## config.mk

```make
export PLATFORM = sky130hd
export DESIGN_NAME = ss_key_detect
export DESIGN_NICKNAME = d
export VERILOG_FILES = /design/src/rtl/ss_key_detect_pkg.sv /design/src/rtl/ss_debounce.sv /design/src/rtl/ss_key_detect.sv
export SDC_FILE = /design/constraint.sdc
export NUM_CORES = 1
export LEC_CHECK = 0
export BUFFER_PORTS_ARGS = -buffer_cell sky130_fd_sc_hd__buf_4
export CORE_MARGIN = 5
export CORE_UTILIZATION = 59
export CTS_BUF_LIST = sky130_fd_sc_hd__clkbuf_4
export CTS_CLUSTER_DIAMETER = 30
export DETAILED_ROUTE_END_ITERATION = 7
export HOLD_SLACK_MARGIN = 0.03
export PLACE_DENSITY_LB_ADDON = 0.3
export SETUP_SLACK_MARGIN = 0.3
export SYNTH_ARGS = -nofsm -noshare
export SYNTH_HDL_FRONTEND = slang
export SYNTH_SLANG_ARGS = --single-unit
export TNS_END_PERCENT = 5
```

## constraint.sdc

```tcl
create_clock -name clk -period 5.52 [get_ports clk]
set_input_delay 0.552 -clock clk [delete_from_list [all_inputs] [get_ports clk]]
set_output_delay 0.552 -clock clk [all_outputs]
set_load 0.02 [all_outputs]
```

## src/rtl/ss_key_detect_pkg.sv

```systemverilog
`default_nettype none
// ============================================================================
// Module   : ss_key_detect_pkg
// Purpose  : Shared types and constants for the save-state key detector.
// Revision : 1.0 - initial release
// ============================================================================
package ss_key_detect_pkg;

    typedef enum logic [1:0] {
        IDLE    = 2'd0,
        HOLD    = 2'd1,
        REQ     = 2'd2,
        RELEASE = 2'd3
    } SsState;

    typedef enum logic [1:0] {
        NONE = 2'd0,
        SAVE = 2'd1,
        LOAD = 2'd2,
        MENU = 2'd3
    } SsReq;

    // Pad bit positions, sample order {S,A,C,B,R,L,D,U}
    localparam int c_pad_u = 0;
    localparam int c_pad_d = 1;
    localparam int c_pad_l = 2;
    localparam int c_pad_r = 3;
    localparam int c_pad_b = 4;
    localparam int c_pad_c = 5;
    localparam int c_pad_a = 6;
    localparam int c_pad_s = 7;

    // A zero key register disables its combo
    function automatic logic combo_hit(input logic [7:0] key, input logic [7:0] smp);
        return (key != 8'd0) && (smp == key);
    endfunction

endpackage
`default_nettype wire

```

## src/rtl/ss_debounce.sv

```systemverilog
`default_nettype none
// ============================================================================
// Module   : ss_debounce
// Purpose  : 2-flop synchroniser, stability counter and rising-edge pulse.
// Revision : 1.0 - initial release
// ============================================================================
module ss_debounce #(
    parameter logic [15:0] DEB_CYC = 16'd50000
) (
    input  logic clk,
    input  logic rst,
    input  logic i_btn,
    output logic o_rise
);

    logic        r_sync1;
    logic        r_sync2;
    logic        r_stable;
    logic        r_rise;
    logic [15:0] r_cnt;
    logic [16:0] w_cnt_inc;

    assign w_cnt_inc = {1'b0, r_cnt} + 17'd1;

    always_ff @(posedge clk) begin
        if (rst) begin
            r_sync1  <= 1'b0;
            r_sync2  <= 1'b0;
            r_stable <= 1'b0;
            r_rise   <= 1'b0;
            r_cnt    <= 16'd0;
        end else begin
            r_sync1 <= i_btn;
            r_sync2 <= r_sync1;
            r_rise  <= 1'b0;
            // Any return to the stable level restarts the stability window
            if (r_sync2 == r_stable) begin
                r_cnt <= 16'd0;
            end else if (w_cnt_inc >= {1'b0, DEB_CYC}) begin
                r_stable <= r_sync2;
                r_rise   <= r_sync2;
                r_cnt    <= 16'd0;
            end else begin
                r_cnt <= w_cnt_inc[15:0];
            end
        end
    end

    assign o_rise = r_rise;

endmodule
`default_nettype wire

```

## src/rtl/ss_key_detect.sv

```systemverilog
`default_nettype none
// ============================================================================
// Module   : ss_key_detect
// Purpose  : Detects held pad combos (or an external button when built with
//            SS_EXT_BTN_EN) and raises save/load/menu requests until ack.
// Revision : 1.0 - initial release
// ============================================================================
module ss_key_detect
    import ss_key_detect_pkg::*;
#(
    parameter int unsigned HOLD_FRAMES = 3,
    parameter logic [15:0] DEB_CYC     = 16'd50000
) (
    input  logic       clk,
    input  logic       map_rst,
    input  logic       ss_on,
    input  logic       ss_btn,
    input  logic [7:0] key_save,
    input  logic [7:0] key_load,
    input  logic [7:0] key_menu,
    input  logic [7:0] pad,
    input  logic       pad_vld,
    input  logic       vsync,
    input  logic       ext_btn,
    input  logic       ack,
    output logic       req_save,
    output logic       req_load,
    output logic       req_menu,
    output logic       busy
);

    localparam logic [3:0] c_hold_tgt = 4'(HOLD_FRAMES);

    SsState     r_state;
    SsReq       r_cand;
    SsReq       w_new_req;
    logic [3:0] r_hold_cnt;
    logic [7:0] r_pad;
    logic [7:0] w_pad_nxt;
    logic [7:0] w_cand_key;
    logic       r_req_save;
    logic       r_req_load;
    logic       r_req_menu;
    logic       w_btn_rise;
    logic       w_btn_mode;

`ifdef SS_EXT_BTN_EN
    ss_debounce #(
        .DEB_CYC (DEB_CYC)
    ) u_debounce (
        .clk    (clk),
        .rst    (map_rst),
        .i_btn  (ext_btn),
        .o_rise (w_btn_rise)
    );
    assign w_btn_mode = ss_btn;
`else
    logic w_unused_ext;
    assign w_unused_ext = &{1'b0, ext_btn, ss_btn, DEB_CYC};
    assign w_btn_rise   = 1'b0;
    assign w_btn_mode   = 1'b0;
`endif

    // Comparisons look at the value pad_r is about to take
    assign w_pad_nxt = pad_vld ? pad : r_pad;

    always_comb begin
        w_new_req = NONE;
        if (combo_hit(key_menu, w_pad_nxt))      w_new_req = MENU;
        else if (combo_hit(key_save, w_pad_nxt)) w_new_req = SAVE;
        else if (combo_hit(key_load, w_pad_nxt)) w_new_req = LOAD;
    end

    // Live key register value so a cfg change mid-hold is re-checked
    always_comb begin
        w_cand_key = 8'd0;
        case (r_cand)
            SAVE:    w_cand_key = key_save;
            LOAD:    w_cand_key = key_load;
            MENU:    w_cand_key = key_menu;
            default: w_cand_key = 8'd0;
        endcase
    end

    always_ff @(posedge clk) begin
        if (map_rst) begin
            r_state    <= IDLE;
            r_cand     <= NONE;
            r_hold_cnt <= 4'd0;
            r_pad      <= 8'd0;
            r_req_save <= 1'b0;
            r_req_load <= 1'b0;
            r_req_menu <= 1'b0;
        end else begin
            r_pad <= w_pad_nxt;
            if (!ss_on) begin
                r_state    <= IDLE;
                r_hold_cnt <= 4'd0;
                r_req_save <= 1'b0;
                r_req_load <= 1'b0;
                r_req_menu <= 1'b0;
            end else begin
                case (r_state)
                    IDLE: begin
                        if (w_btn_mode) begin
                            if (w_btn_rise) begin
                                r_state    <= REQ;
                                r_cand     <= MENU;
                                r_req_menu <= 1'b1;
                            end
                        end else if (pad_vld && (w_new_req != NONE)) begin
                            r_state    <= HOLD;
                            r_cand     <= w_new_req;
                            r_hold_cnt <= 4'd0;
                        end
                    end
                    HOLD: begin
                        // A mismatching sample wins over a coincident vsync
                        if (pad_vld && !combo_hit(w_cand_key, w_pad_nxt)) begin
                            r_state <= IDLE;
                        end else if (r_hold_cnt >= c_hold_tgt) begin
                            r_state    <= REQ;
                            r_req_save <= (r_cand == SAVE);
                            r_req_load <= (r_cand == LOAD);
                            r_req_menu <= (r_cand == MENU);
                        end else if (vsync && (r_hold_cnt != 4'hF)) begin
                            r_hold_cnt <= r_hold_cnt + 4'd1;
                        end
                    end
                    REQ: begin
                        if (ack) begin
                            r_state    <= RELEASE;
                            r_req_save <= 1'b0;
                            r_req_load <= 1'b0;
                            r_req_menu <= 1'b0;
                        end
                    end
                    RELEASE: begin
                        if (pad_vld && (pad == 8'd0)) r_state <= IDLE;
                    end
                    default: r_state <= IDLE;
                endcase
            end
        end
    end

    assign req_save = r_req_save;
    assign req_load = r_req_load;
    assign req_menu = r_req_menu;
    assign busy     = (r_state != IDLE);

endmodule
`default_nettype wire
```

==> metrics.yaml <==
ys_seq_area_share_pct: 22.6
fin_crit_sh_pct: 49.8
final_max_slew_viol_count: 0
ant_nets: 0
use_met3_pct: 3.02
setup-violations-final: 0
cts_tree: "yes"
stdcell_count: 256
area_growth_syn_to_layout_pct: 17.7
synthCells: 188
row_count: 19
fin_nets: 267
reg2reg_depth: 7
vdd_drop_max_mv: 0.151
die-width_um: 63.4
cts_hold_buf: 0
cts.sinks: 19
synth.cell_area_sq_mm: 0.00168
p_per_area_mw_per_mm2: 156
status: "complete, no violations"
synth_common_cells: "dfxtp_1 (19), nor2_1 (17), nand2_1 (13)"
dp_cells: 252
leakagePower_nw: 0.757
dieArea_sq_mm: 0.00402
crit_type: "flip-flop to flip-flop"
setup.worst_path.start_class: "flip-flop"
numCtsBuffers: 3
dr.first_iter.drc_count: 121
synth_nets: 229
cp.arrival_ns: 2.96
maxCapViolations: 0
slew_headroom_pct: 53.7
timing.rr.end: "req_menu"
grt_use_met1_pct: 27.4
finClkSkew_ns: 0.00349
cp_max_fo: 16
grt_pass1_vias: 1624
critPathCaptureType: "flip-flop"
vias: 1624
dp_hpwl_um: 3640
synth_ff_type: "dfxtp_1"
grt_setup_unrepaired: "no"
hold_violations: 0
coreArea_sq_mm: 0.00273
antenna_found_initial: 0
yosysWarnings: 0
synth_edf_count: 0
port_buffers: 41
drt-total-wl_um: 4420
crit_end: "req_menu"
io_pins: 44
grtUsageMet2_pct: 38.6
synth_top_area_share_pct: 22.6
syn_avg_cell_area_sq_um: 8.94
p_total_w: 0.000308
tightest_slew_ns: 0.693
clk_pin_slew_ns: 0.11
reg2reg_slack_ns: 2.77
synthArstFlopShare_pct: 0
worstPathRequired_ns: 5.74
drt_first_pass_iters: 4
cts_setup_buffers: 0
grt_use_total_pct: 22.1
grt_max_degree: 20
die_height_um: 63.4
r2r_start: "r_cand[1]"
wl_per_cell_um: 17.3
diodes: 0
cts_buffer_depth: 2
vias_per_cell: 6.34
tns_ns: 0
cts_resized: 0
post-route-min-period_ns: 2.75
max_freq_mhz: 364
start_util_pct: 61.5
yosys.area.top_type: "dfxtp_1"
clkLatencyLatePin_ns: 0.29
drc: 0
hold_class: "flip-flop to flip-flop"
htreeDepth: 1
place_congestion: 0.980
grt_pass1_wl_um: 7330
synth_cell_type_count: 52
root_buffer: "clkbuf_4"
synth_seq_cells: 19
grt_busiest_layer: "met2"
grt_overflow: 0
synth_area_leaders: "dfxtp_1 (23%), xor2_1 (6.2%), mux2i_4 (5.4%)"
yosysMostFrequentCell: "dfxtp_1"
drive_gt1_share_pct: 28.4
startpoint: "r_cand[1]"
## metal layers
metal	vias up	part of all wire, %
met3	6	8.1
met2	73	50
met4	0	1.6
met1	771	40
met5	-	0
li1	774	-
## power by group
group          leakage (nW)  internal (W)  switching, W
Sequential            0.155      0.000141    0.00000254
Clock                0.0177     0.0000269     0.0000414
Combinational         0.585     0.0000470     0.0000500
Total                 0.757      0.000214     0.0000939
## how the worst min path moves through the flow
stage | startpoint | endpoint | cells after the start
after detailed placement | req_load | req_load | 2
after floorplan | r_hold_cnt[3] | r_hold_cnt[3] | 1
after global placement | r_hold_cnt[3] | r_hold_cnt[3] | 1
after global routing | req_load | req_load | 2
after CTS | req_load | req_load | 2
final | req_load | req_load | 2
## cell families (layout without fill, tap and decap cells)
| group | after synthesis | after routing | synth area share (%) |
|---|---|---|---|
| mux | 22 | 22 | 17.4 |
| buf+inv | 14 | 51 | 5.88 |
| flops | 19 | 19 | 22.6 |
| xor+xnor | 21 | 21 | 10.9 |
| fa+ha+maj | 1 | 1 | 0.744 |
| simple gates | 65 | 65 | 21.0 |
| compound gates | 46 | 46 | 21.4 |
## layout by cell type (no fill, tap or decap), drive strengths merged, types with 2 or more instances in the layout
cell type   n
nand2      13
o21ai       5
o41ai       2
nand2b      2
mux2        6
or4         2
and2        3
a211oi      3
a22o        3
o22ai       5
nand3       9
a311o       2
a21oi       7
or3         3
a21o        4
buf        41
xnor2       9
xor2       12
a31oi       2
nand4       2
a41oi       2
a22oi       4
nor4        7
dfxtp      19
nor2       17
inv         6
clkbuf      3
a21boi      3
nor3        4
mux2i      16
## state kept, by name, indices dropped and copies added, names as in the netlist, named ones only
signal	count
r_pad	8
req_menu	1
req_load	1
r_cand	2
req_save	1
r_hold_cnt	4
r_state	1
## critical path, cell delays in order, from the launching register on
cell	delay, ns
dfxtp_1	0.78
mux2_1	0.41
nand3_1	0.09
o21ai_0	0.15
a2111oi_4	0.33
a41oi_2	0.26
nor4_4	0.40
mux2i_1	0.25
## stage by stage
stage                     worst slack [ns]  hold WS [ns]  instance area [sq um]  utilization, %
after detailed placement              2.66         0.456                   1950            71.4
after floorplan                       3.16         0.431                   1680               -
after global routing                  2.58         0.489                   1980            72.4
after CTS                             2.79         0.471                   1980            72.4
final                                 2.77         0.469                   1980            72.4
after global placement                2.75         0.445                   1950            71.4
## final cells by class
cell class | instances | area [sq um]
Clock buffer | 3 | 22.5
Inverter | 6 | 22.5
Fill cell | 221 | 754
Clock inverter | 1 | 5.00
Tap cell | 31 | 38.8
Timing Repair Buffer | 41 | 308
Multi-Input combinational cell | 155 | 1200
Sequential cell | 19 | 380
(Power assumes the default switching activity.)
